--- src/rtl/nand_seq_alu.sv ---
// Purpose: bit-serial logic unit; AND/OR/XOR/... built from one shared NAND gate, LSB first.
// Latency: WIDTH*S+1 cycles from accepted start to done (S = NAND steps per bit); illegal op 1 cycle.
// Backpressure: start is honoured only while idle; requests while busy are dropped, not queued.

module nand_g (
  input  logic a,
  input  logic b,
  output logic y
);
  assign y = ~(a & b);
endmodule

module nand_seq_alu #(
  parameter int WIDTH = 8
) (
  input  logic             clk,
  input  logic             rst,
  input  logic             start,
  input  logic [2:0]       op,
  input  logic [WIDTH-1:0] a,
  input  logic [WIDTH-1:0] b,
  output logic             busy,
  output logic             done,
  output logic             err,
  output logic [WIDTH-1:0] result
);

  localparam int BW = (WIDTH > 1) ? $clog2(WIDTH) : 1;
  localparam logic [BW-1:0] LAST_BIT = BW'(WIDTH - 1);

  localparam logic [2:0] OP_NAND = 3'b000;
  localparam logic [2:0] OP_AND  = 3'b001;
  localparam logic [2:0] OP_OR   = 3'b010;
  localparam logic [2:0] OP_NOR  = 3'b011;
  localparam logic [2:0] OP_XOR  = 3'b100;
  localparam logic [2:0] OP_XNOR = 3'b101;
  localparam logic [2:0] OP_NOTA = 3'b110;
  localparam logic [2:0] OP_ILL  = 3'b111;

  typedef enum logic [1:0] {IDLE, EXEC, DONE} state_t;
  typedef enum logic [1:0] {SRC_A, SRC_B, SRC_T1, SRC_T2} src_t;
  typedef enum logic [1:0] {DST_T1, DST_T2, DST_Y} dst_t;

  state_t           state;
  logic [2:0]       op_q;
  logic [WIDTH-1:0] a_q;
  logic [WIDTH-1:0] b_q;
  logic             t1;
  logic             t2;
  logic [2:0]       step_cnt;
  logic [BW-1:0]    bit_cnt;

  src_t sel_x;
  src_t sel_y;
  dst_t dst;
  logic gate_x;
  logic gate_y;
  logic gate_out;
  logic a_bit;
  logic b_bit;

  assign a_bit = a_q[bit_cnt];
  assign b_bit = b_q[bit_cnt];

  // NAND schedule: gate operand sources and destination for the current op/step.
  // The step whose destination is DST_Y is always the last step of a bit.
  always_comb begin
    sel_x = SRC_A;
    sel_y = SRC_B;
    dst   = DST_Y;
    case (op_q)
      OP_NAND: begin
        sel_x = SRC_A; sel_y = SRC_B; dst = DST_Y;
      end
      OP_AND: begin
        case (step_cnt)
          3'd0:    begin sel_x = SRC_A;  sel_y = SRC_B;  dst = DST_T1; end
          default: begin sel_x = SRC_T1; sel_y = SRC_T1; dst = DST_Y;  end
        endcase
      end
      OP_OR, OP_NOR: begin
        case (step_cnt)
          3'd0:    begin sel_x = SRC_A;  sel_y = SRC_A;  dst = DST_T1; end
          3'd1:    begin sel_x = SRC_B;  sel_y = SRC_B;  dst = DST_T2; end
          3'd2:    begin
            sel_x = SRC_T1; sel_y = SRC_T2;
            dst   = (op_q == OP_NOR) ? DST_T1 : DST_Y;
          end
          default: begin sel_x = SRC_T1; sel_y = SRC_T1; dst = DST_Y;  end
        endcase
      end
      OP_XOR, OP_XNOR: begin
        case (step_cnt)
          3'd0:    begin sel_x = SRC_A;  sel_y = SRC_B;  dst = DST_T1; end
          3'd1:    begin sel_x = SRC_A;  sel_y = SRC_T1; dst = DST_T2; end
          3'd2:    begin sel_x = SRC_B;  sel_y = SRC_T1; dst = DST_T1; end
          3'd3:    begin
            sel_x = SRC_T2; sel_y = SRC_T1;
            dst   = (op_q == OP_XNOR) ? DST_T1 : DST_Y;
          end
          default: begin sel_x = SRC_T1; sel_y = SRC_T1; dst = DST_Y;  end
        endcase
      end
      OP_NOTA: begin
        sel_x = SRC_A; sel_y = SRC_A; dst = DST_Y;
      end
      default: begin
        sel_x = SRC_A; sel_y = SRC_B; dst = DST_Y;
      end
    endcase
  end

  // Gate operand muxes from {a_i, b_i, t1, t2}.
  always_comb begin
    gate_x = a_bit;
    gate_y = b_bit;
    case (sel_x)
      SRC_A:   gate_x = a_bit;
      SRC_B:   gate_x = b_bit;
      SRC_T1:  gate_x = t1;
      default: gate_x = t2;
    endcase
    case (sel_y)
      SRC_A:   gate_y = a_bit;
      SRC_B:   gate_y = b_bit;
      SRC_T1:  gate_y = t1;
      default: gate_y = t2;
    endcase
  end

  nand_g u_nand (
    .a (gate_x),
    .b (gate_y),
    .y (gate_out)
  );

  // Controller: accept requests, run one NAND step per cycle, publish result with a done pulse.
  always_ff @(posedge clk or posedge rst) begin
    if (rst) begin
      state    <= IDLE;
      op_q     <= '0;
      a_q      <= '0;
      b_q      <= '0;
      t1       <= 1'b0;
      t2       <= 1'b0;
      step_cnt <= '0;
      bit_cnt  <= '0;
      busy     <= 1'b0;
      done     <= 1'b0;
      err      <= 1'b0;
      result   <= '0;
    end else begin
      case (state)
        IDLE: begin
          if (start) begin
            a_q      <= a;
            b_q      <= b;
            op_q     <= op;
            result   <= '0;
            step_cnt <= '0;
            bit_cnt  <= '0;
            t1       <= 1'b0;
            t2       <= 1'b0;
            busy     <= 1'b1;
            if (op == OP_ILL) begin
              // Nothing to compute: report the error straight away with a zero result.
              state <= DONE;
              done  <= 1'b1;
              err   <= 1'b1;
            end else begin
              state <= EXEC;
              err   <= 1'b0;
            end
          end
        end
        EXEC: begin
          case (dst)
            DST_T1: begin
              t1       <= gate_out;
              step_cnt <= step_cnt + 3'd1;
            end
            DST_T2: begin
              t2       <= gate_out;
              step_cnt <= step_cnt + 3'd1;
            end
            default: begin
              result[bit_cnt] <= gate_out;
              step_cnt        <= '0;
              if (bit_cnt == LAST_BIT) begin
                state <= DONE;
                done  <= 1'b1;
              end else begin
                bit_cnt <= bit_cnt + 1'b1;
              end
            end
          endcase
        end
        DONE: begin
          state <= IDLE;
          busy  <= 1'b0;
          done  <= 1'b0;
          err   <= 1'b0;
        end
        default: begin
          state <= IDLE;
          busy  <= 1'b0;
          done  <= 1'b0;
          err   <= 1'b0;
        end
      endcase
    end
  end

endmodule

--- config.mk ---
export PLATFORM = sky130hd
export DESIGN_NAME = nand_seq_alu
export DESIGN_NICKNAME = d
export VERILOG_FILES = /design/src/rtl/nand_seq_alu.sv
export SDC_FILE = /design/constraint.sdc
export NUM_CORES = 1
export LEC_CHECK = 0
export ABC_AREA = 1
export BUFFER_PORTS_ARGS = -buffer_cell sky130_fd_sc_hd__buf_2
export CORE_ASPECT_RATIO = 0.75
export CORE_MARGIN = 2
export CORE_UTILIZATION = 55
export DETAILED_ROUTE_END_ITERATION = 6
export PLACE_DENSITY_LB_ADDON = 0.3
export SYNTH_ARGS = -nofsm -noshare
export SYNTH_HDL_FRONTEND = slang
export SYNTH_SLANG_ARGS = --single-unit
--- constraint.sdc ---
create_clock -name clk -period 3.9 [get_ports clk]
set_clock_uncertainty 0.15 [all_clocks]
set_input_delay 0.585 -clock clk [delete_from_list [all_inputs] [get_ports clk]]
set_output_delay 0.585 -clock clk [all_outputs]
set_load 0.01 [all_outputs]
==> summary.md, run 1 <==
| Metric | Value |
|---|---|
| Synth area leaders | `dfrtp_1 (42%), nand2_1 (22%), nand3_1 (5.0%)` |
| Avg WL per Cell | `11.8 um` |
| Worst Setup End Kind | `flip-flop` |
| Ys async rst share | `1.00` |
| CP max stage delay | `0.46 ns` |
| Rel. slew slack | `0.600` |
| DP Worst Slack | `1.28 ns` |
| Fin cells | `412` |
| Worst VDD drop | `500 uV` |
| Nets | `385` |
| Starting Density | `0.583` |
| Crit path cell chain | `nor2_1 > nand2_1 > buf_4 > inv_1 > o21ai_0 > inv_1 > nand3_1 > o21ai_1` |
| Power Total | `2.30 mW` |
| Power Density | `850 mW/mm2` |
| Final design utilization | `0.655` |
| Routed WL | `4860 um` |
| Final setup vio count | `0` |
| Die H | `61.3 um` |
| First-pass GRT wire length | `8590 um` |
| Hpwl dp | `3630 um` |
| Critical path buffers and inverters | `3` |
| Share of cells above drive strength 1 | `0.210` |
| CP delay by family, top | `buffers and inverters` |
| Syn Std Cell Area | `0.00241 mm2` |
| TritonCTS clock tree | `built` |
| I/O Buffers | `32` |
| Synth warnings | `0` |
| # diodes | `0` |
| Num CTS Buffers | `5` |
| Routed Antenna Nets | `0` |
| Global router's overall resource usage | `0.226` |
| Hold Path Class | `input port to async pin` |
| Pleak | `1.50 nW` |
| Mapped Nets | `354` |
| Worst EP arrival | `2.62 ns` |
| Post-Syn Instances | `325` |
| Cells after DPL | `404` |
| MaxCap Viol Count | `0` |
| Final Max Tran Viols | `0` |
| # resized after CTS | `0` |
| Critical Path RT | `3.97 ns` |
| Crit-path most repeated cell | `inv_1` |
| Yosys top cell by area | `dfrtp_1` |
| Top cell type's share of synthesized area | `0.416` |
| Setup WS post-layout | `1.36 ns` |
| F_max | `393 MHz` |
| DIE WIDTH | `80.4 um` |
| Root Driver | `clkbuf_8` |
| Overflow after GRT | `0` |
| Core ar. | `0.00413 mm2` |
| Routed vias | `2089` |
| DR iter-0 viols | `120` |
| # fillers | `383` |
| RSZ-0062 raised after global routing | `false` |
| Commonest cells post-synth | `nand2_1 (143), dfrtp_1 (40), inv_1 (25)` |
| CTS Hold Bufs | `0` |
| Crit Path Max Fanout | `23` |
| Hold Violations, Final | `0` |
| Outcome | `finished clean` |
| Top FF cell, synth | `dfrtp_1` |
| Min cycle time layout | `2.54 ns` |
| Vias per cell | `5.07` |
| Setup_tns | `0 ns` |
| Top-count cell post-synth | `nand2_1` |
| Initial antenna violation count | `0` |
| Clock transition at path regs | `0.08 ns` |
| Number of synthesized flops with an enable pin | `0` |
| Top-level port count | `33` |
| Final period util | `0.652` |
| Layout area overhead | `12.3%` |
| Synth cell types | `32` |
| Postcts setup bufs | `0` |
| Worst skew pair latency | `0.29 ns` |
| H-Tree Depth | `2` |
| Slowest-stage cell, CP | `inv_1` |
| Vias in the first global route | `1895` |
| Deepest clock path buffer count | `2` |
| Pin count of the biggest net entering global routing | `41` |
| Row Count | `20` |
| DRC viols | `0` |
| Gp weighted congestion | `0.849` |
| Clock Sinks | `40` |
| Type of origin of the critical path | `flip-flop` |
| Register area share after synthesis | `0.416` |
| Crit Path Class | `flip-flop to flip-flop` |
| Slew at the pin closest to its max-slew limit | `0.600 ns` |
| TritonRoute pass-1 iters | `5` |
| Die ar. | `0.00493 mm2` |
| Synth Area per Inst | `7.41 um2` |
| Yosys reg bits | `40` |
==> area by class of cell <==
type	instances	area, um2	area share
inverters	35	136	0.0505
flip-flops and latches	40	1000	0.370
multi-input cells	240	1200	0.444
well taps	55	68.8	0.0255
clock inverters	2	38.8	0.0144
clock buffers	6	82.6	0.0306
repair buffers	34	175	0.0648
==> cell families after synthesis <==
logic type,count (synthesis),share of synthesized area
fa+ha+maj,7,0.0364
simple gates,206,0.380
flops,40,0.416
buf+inv,45,0.0858
compound gates,27,0.0821
==> path summary, 6_finish.rpt <==
check,from,to,slack [ns],cells after the start
hold / removal,rst,step_cnt[1],0.24,3
hold reg to reg,done,done,0.33,2
min in group clk,a[1],a_q[1],0.33,3
setup / recovery,state[1],bit_cnt[2],1.36,8
setup reg to reg,state[1],bit_cnt[2],1.36,8
max in group asynchronous,rst,result[5],3.02,3
==> metal layers <==
| metal | global-route usage | wire [um] |
|---|---|---|
| met5 | 0 | 0 |
| met4 | 0.0508 | 50 |
| met3 | 0.0425 | 342 |
| met2 | 0.345 | 2030 |
| met1 | 0.339 | 2440 |
==> through the flow <==
| step | instance area, um2 | hold slack (ns) |
|---|---|---|
| after floorplan | 2410 | 0.299 |
| after global placement | 2580 | 0.305 |
| after detailed placement | 2580 | 0.316 |
| after CTS | 2700 | 0.256 |
| after global routing | 2700 | 0.322 |
| final | 2700 | 0.237 |
==> layout by cell type (no fill, tap or decap), types with 7 or more instances in the layout <==
cell type / n
nand2_1: 143
o21ai_0: 10
nand3_1: 24
dfrtp_1: 40
inv_2: 7
ha_1: 7
nor2_1: 12
buf_2: 32
inv_1: 25
nor3_1: 8
==> worst min-delay path, cell delays in order <==
cell	delay (ns)
buf_2	0.09
inv_1	0.04
buf_4	0.41
==> state kept, by name, summed over array words and instances, names as in the netlist <==
signal,count
a_q,8
b_q,8
bit_cnt,3
busy,1
done,1
err,1
op_q,3
result,8
state,2
step_cnt,3
t1,1
t2,1
==> power by group <==
part           switching, mW  internal [mW]
Clock                  0.146          0.209
Combinational          0.813          0.402
Sequential             0.140          0.587
Note: power is estimated with default switching activity, not from simulation.
==> run 2, diff against run 1 <==
==> constraint.sdc (replaced) <==
create_clock -name clk -period 2.35 [get_ports clk]
set_clock_uncertainty 0.15 [all_clocks]
set_input_delay 0.3525 -clock clk [delete_from_list [all_inputs] [get_ports clk]]
set_output_delay 0.3525 -clock clk [all_outputs]
set_load 0.01 [all_outputs]
==> summary.md, run 2 (synthesis results as in run 1) <==
| Metric | Value |
|---|---|
| Outcome | `finished clean` |
| Slew at the pin closest to its max-slew limit | `0.510 ns` |
| Root Driver | `clkbuf_8` |
| First-pass GRT wire length | `9020 um` |
| Metal3 WL | `255 um` |
| Vias per cell | `5.13` |
| Worst skew pair latency | `0.29 ns` |
| Layout area overhead | `13.3%` |
| Design area | `0.00273 mm2` |
| Min cycle time layout | `2.09 ns` |
| DR iter-0 viols | `186` |
| Final setup vio count | `0` |
| Final design utilization | `0.661` |
| Hpwl dp | `3770 um` |
| Max Used Layer | `met4` |
| Avg WL per Cell | `12.3 um` |
| Die ar. | `0.00493 mm2` |
| TritonRoute pass-1 iters | `4` |
| Setup_tns | `0 ns` |
| Starting Density | `0.583` |
| Routed vias | `2131` |
| Worst EP arrival | `2.12 ns` |
| Worst r2r src | `step_cnt[0]` |
| Critical Path RT | `2.38 ns` |
| Crit path cell chain | `inv_1 > ha_2 > inv_1 > nor2_1 > nand3_1 > nand3_1 > nand2_1 > nand3_1 > nand2_1 > inv_1 > nand3_4 > nand3_1 > nand2_1` |
| Power Density | `1420 mW/mm2` |
| Routed Antenna Nets | `0` |
| Worst Setup End Kind | `flip-flop` |
| TritonCTS clock tree | `built` |
| CTS Hold Bufs | `0` |
| DP Worst Slack | `0.280 ns` |
| R2R cell count | `13` |
| Highest-count cells in the layout ignoring fill and taps | `nand2_1 (143), dfrtp_1 (40), buf_2 (32)` |
| Cells after DPL | `407` |
| Deepest clock path buffer count | `2` |
| Core ar. | `0.00413 mm2` |
| Final period util | `0.888` |
| Setup WS post-layout | `0.263 ns` |
| CP max stage delay | `0.41 ns` |
| Crit Path Max Fanout | `10` |
| Reg2reg end | `result[2]` |
| Most common cell after layout, fill and taps aside | `nand2_1` |
| Hold Violations, Final | `0` |
| Top-level port count | `33` |
| Type of origin of the critical path | `flip-flop` |
| Share of cells above drive strength 1 | `0.219` |
| CP delay by family, top | `simple AND/OR/NAND/NOR gates` |
| DIE WIDTH | `80.4 um` |
| F_max | `479 MHz` |
| Worst VDD drop | `677 uV` |
| Initial antenna violation count | `0` |
| H-Tree Depth | `2` |
| Hold Path Class | `input port to async pin` |
| Gp weighted congestion | `0.897` |
| Vias in the first global route | `1881` |
| WL met2 | `2150 um` |
| MaxCap Viol Count | `0` |
| Row Count | `20` |
| Clock Sinks | `40` |
| Num CTS Buffers | `5` |
| Pleak | `1.51 nW` |
| Fin cells | `415` |
| Pin count of the biggest net entering global routing | `41` |
| Crit-path most repeated cell | `nand3_1` |
| RSZ-0062 raised after global routing | `false` |
| # diodes | `0` |
| I/O Buffers | `32` |
| DRC viols | `0` |
| Critical path buffers and inverters | `3` |
| Overflow after GRT | `0` |
| Die H | `61.3 um` |
| Routed WL | `5120 um` |
| Final Max Tran Viols | `0` |
| Area post-placement | `0.00260 mm2` |
| Slowest-stage cell, CP | `dfrtp_1` |
| Largest regs | `a_q (8), b_q (8), result (8)` |
| WL met1 | `2640 um` |
| Nets | `388` |
| Crit Path Class | `flip-flop to flip-flop` |
| Slack of the worst reg-to-reg path | `0.26 ns` |
| Rel. slew slack | `0.660` |
| Clock transition at path regs | `0.08 ns` |
| Global router's overall resource usage | `0.238` |
[run 2: what timing repair did]
item / in CTS / in global routing
setup buffers: 0 / 0
resized for setup: 0 / 1
endpoints found under the setup margin: 0 / 1
[run 2: through the flow]
step / hold slack [ns] / power (mW)
floorplan: 0.299 / 2.86
global placement: 0.305 / 3.20
detailed placement: 0.316 / 3.26
CTS: 0.0371 / 3.88
global route: 0.0476 / 4.24
finish: 0.0138 / 3.88
[run 2: how the worst max path moves through the flow]
stage                 from         to  slack (ns)  depth (start not counted)
4_1_cts        step_cnt[0]  result[2]        0.25                         13
3_5_place_dp   step_cnt[0]  result[2]        0.28                         13
2_1_floorplan  step_cnt[0]  result[4]        0.51                         11
6_report       step_cnt[0]  result[2]        0.26                         13
3_3_place_gp   step_cnt[0]         t1        0.37                         13
5_1_grt        step_cnt[0]  result[0]        0.03                         13
[run 2: worst reg2reg max path: cells and delay by family, from the launching register on]
| kind | cells | cell delay (ns) |
|---|---|---|
| fa+ha+maj | 1 | 0.23 |
| simple gates | 9 | 0.89 |
| flops | 1 | 0.41 |
| buf+inv | 3 | 0.28 |
[run 2: area by class of cell]
type	instances	area (um2)
Fill cell	365	1400
Inverter	35	136
Timing Repair Buffer	37	198
Multi-Input combinational cell	240	1200
Sequential cell	40	1000
Clock inverter	2	38.8
Clock buffer	6	82.6
Tap cell	55	68.8
[run 2: report_power, final]
part | switching (mW) | total (mW) | leakage, nW | internal [mW]
Sequential | 0.232 | 1.21 | 0.512 | 0.974
Combinational | 1.37 | 2.07 | 0.941 | 0.692
Clock | 0.262 | 0.610 | 0.0614 | 0.348
[run 2: layer usage]
metal	global-route usage	up-vias
met1	0.368	963
met2	0.346	61
li1	-	1094
met5	0	-
met3	0.0484	13
met4	0.0557	0
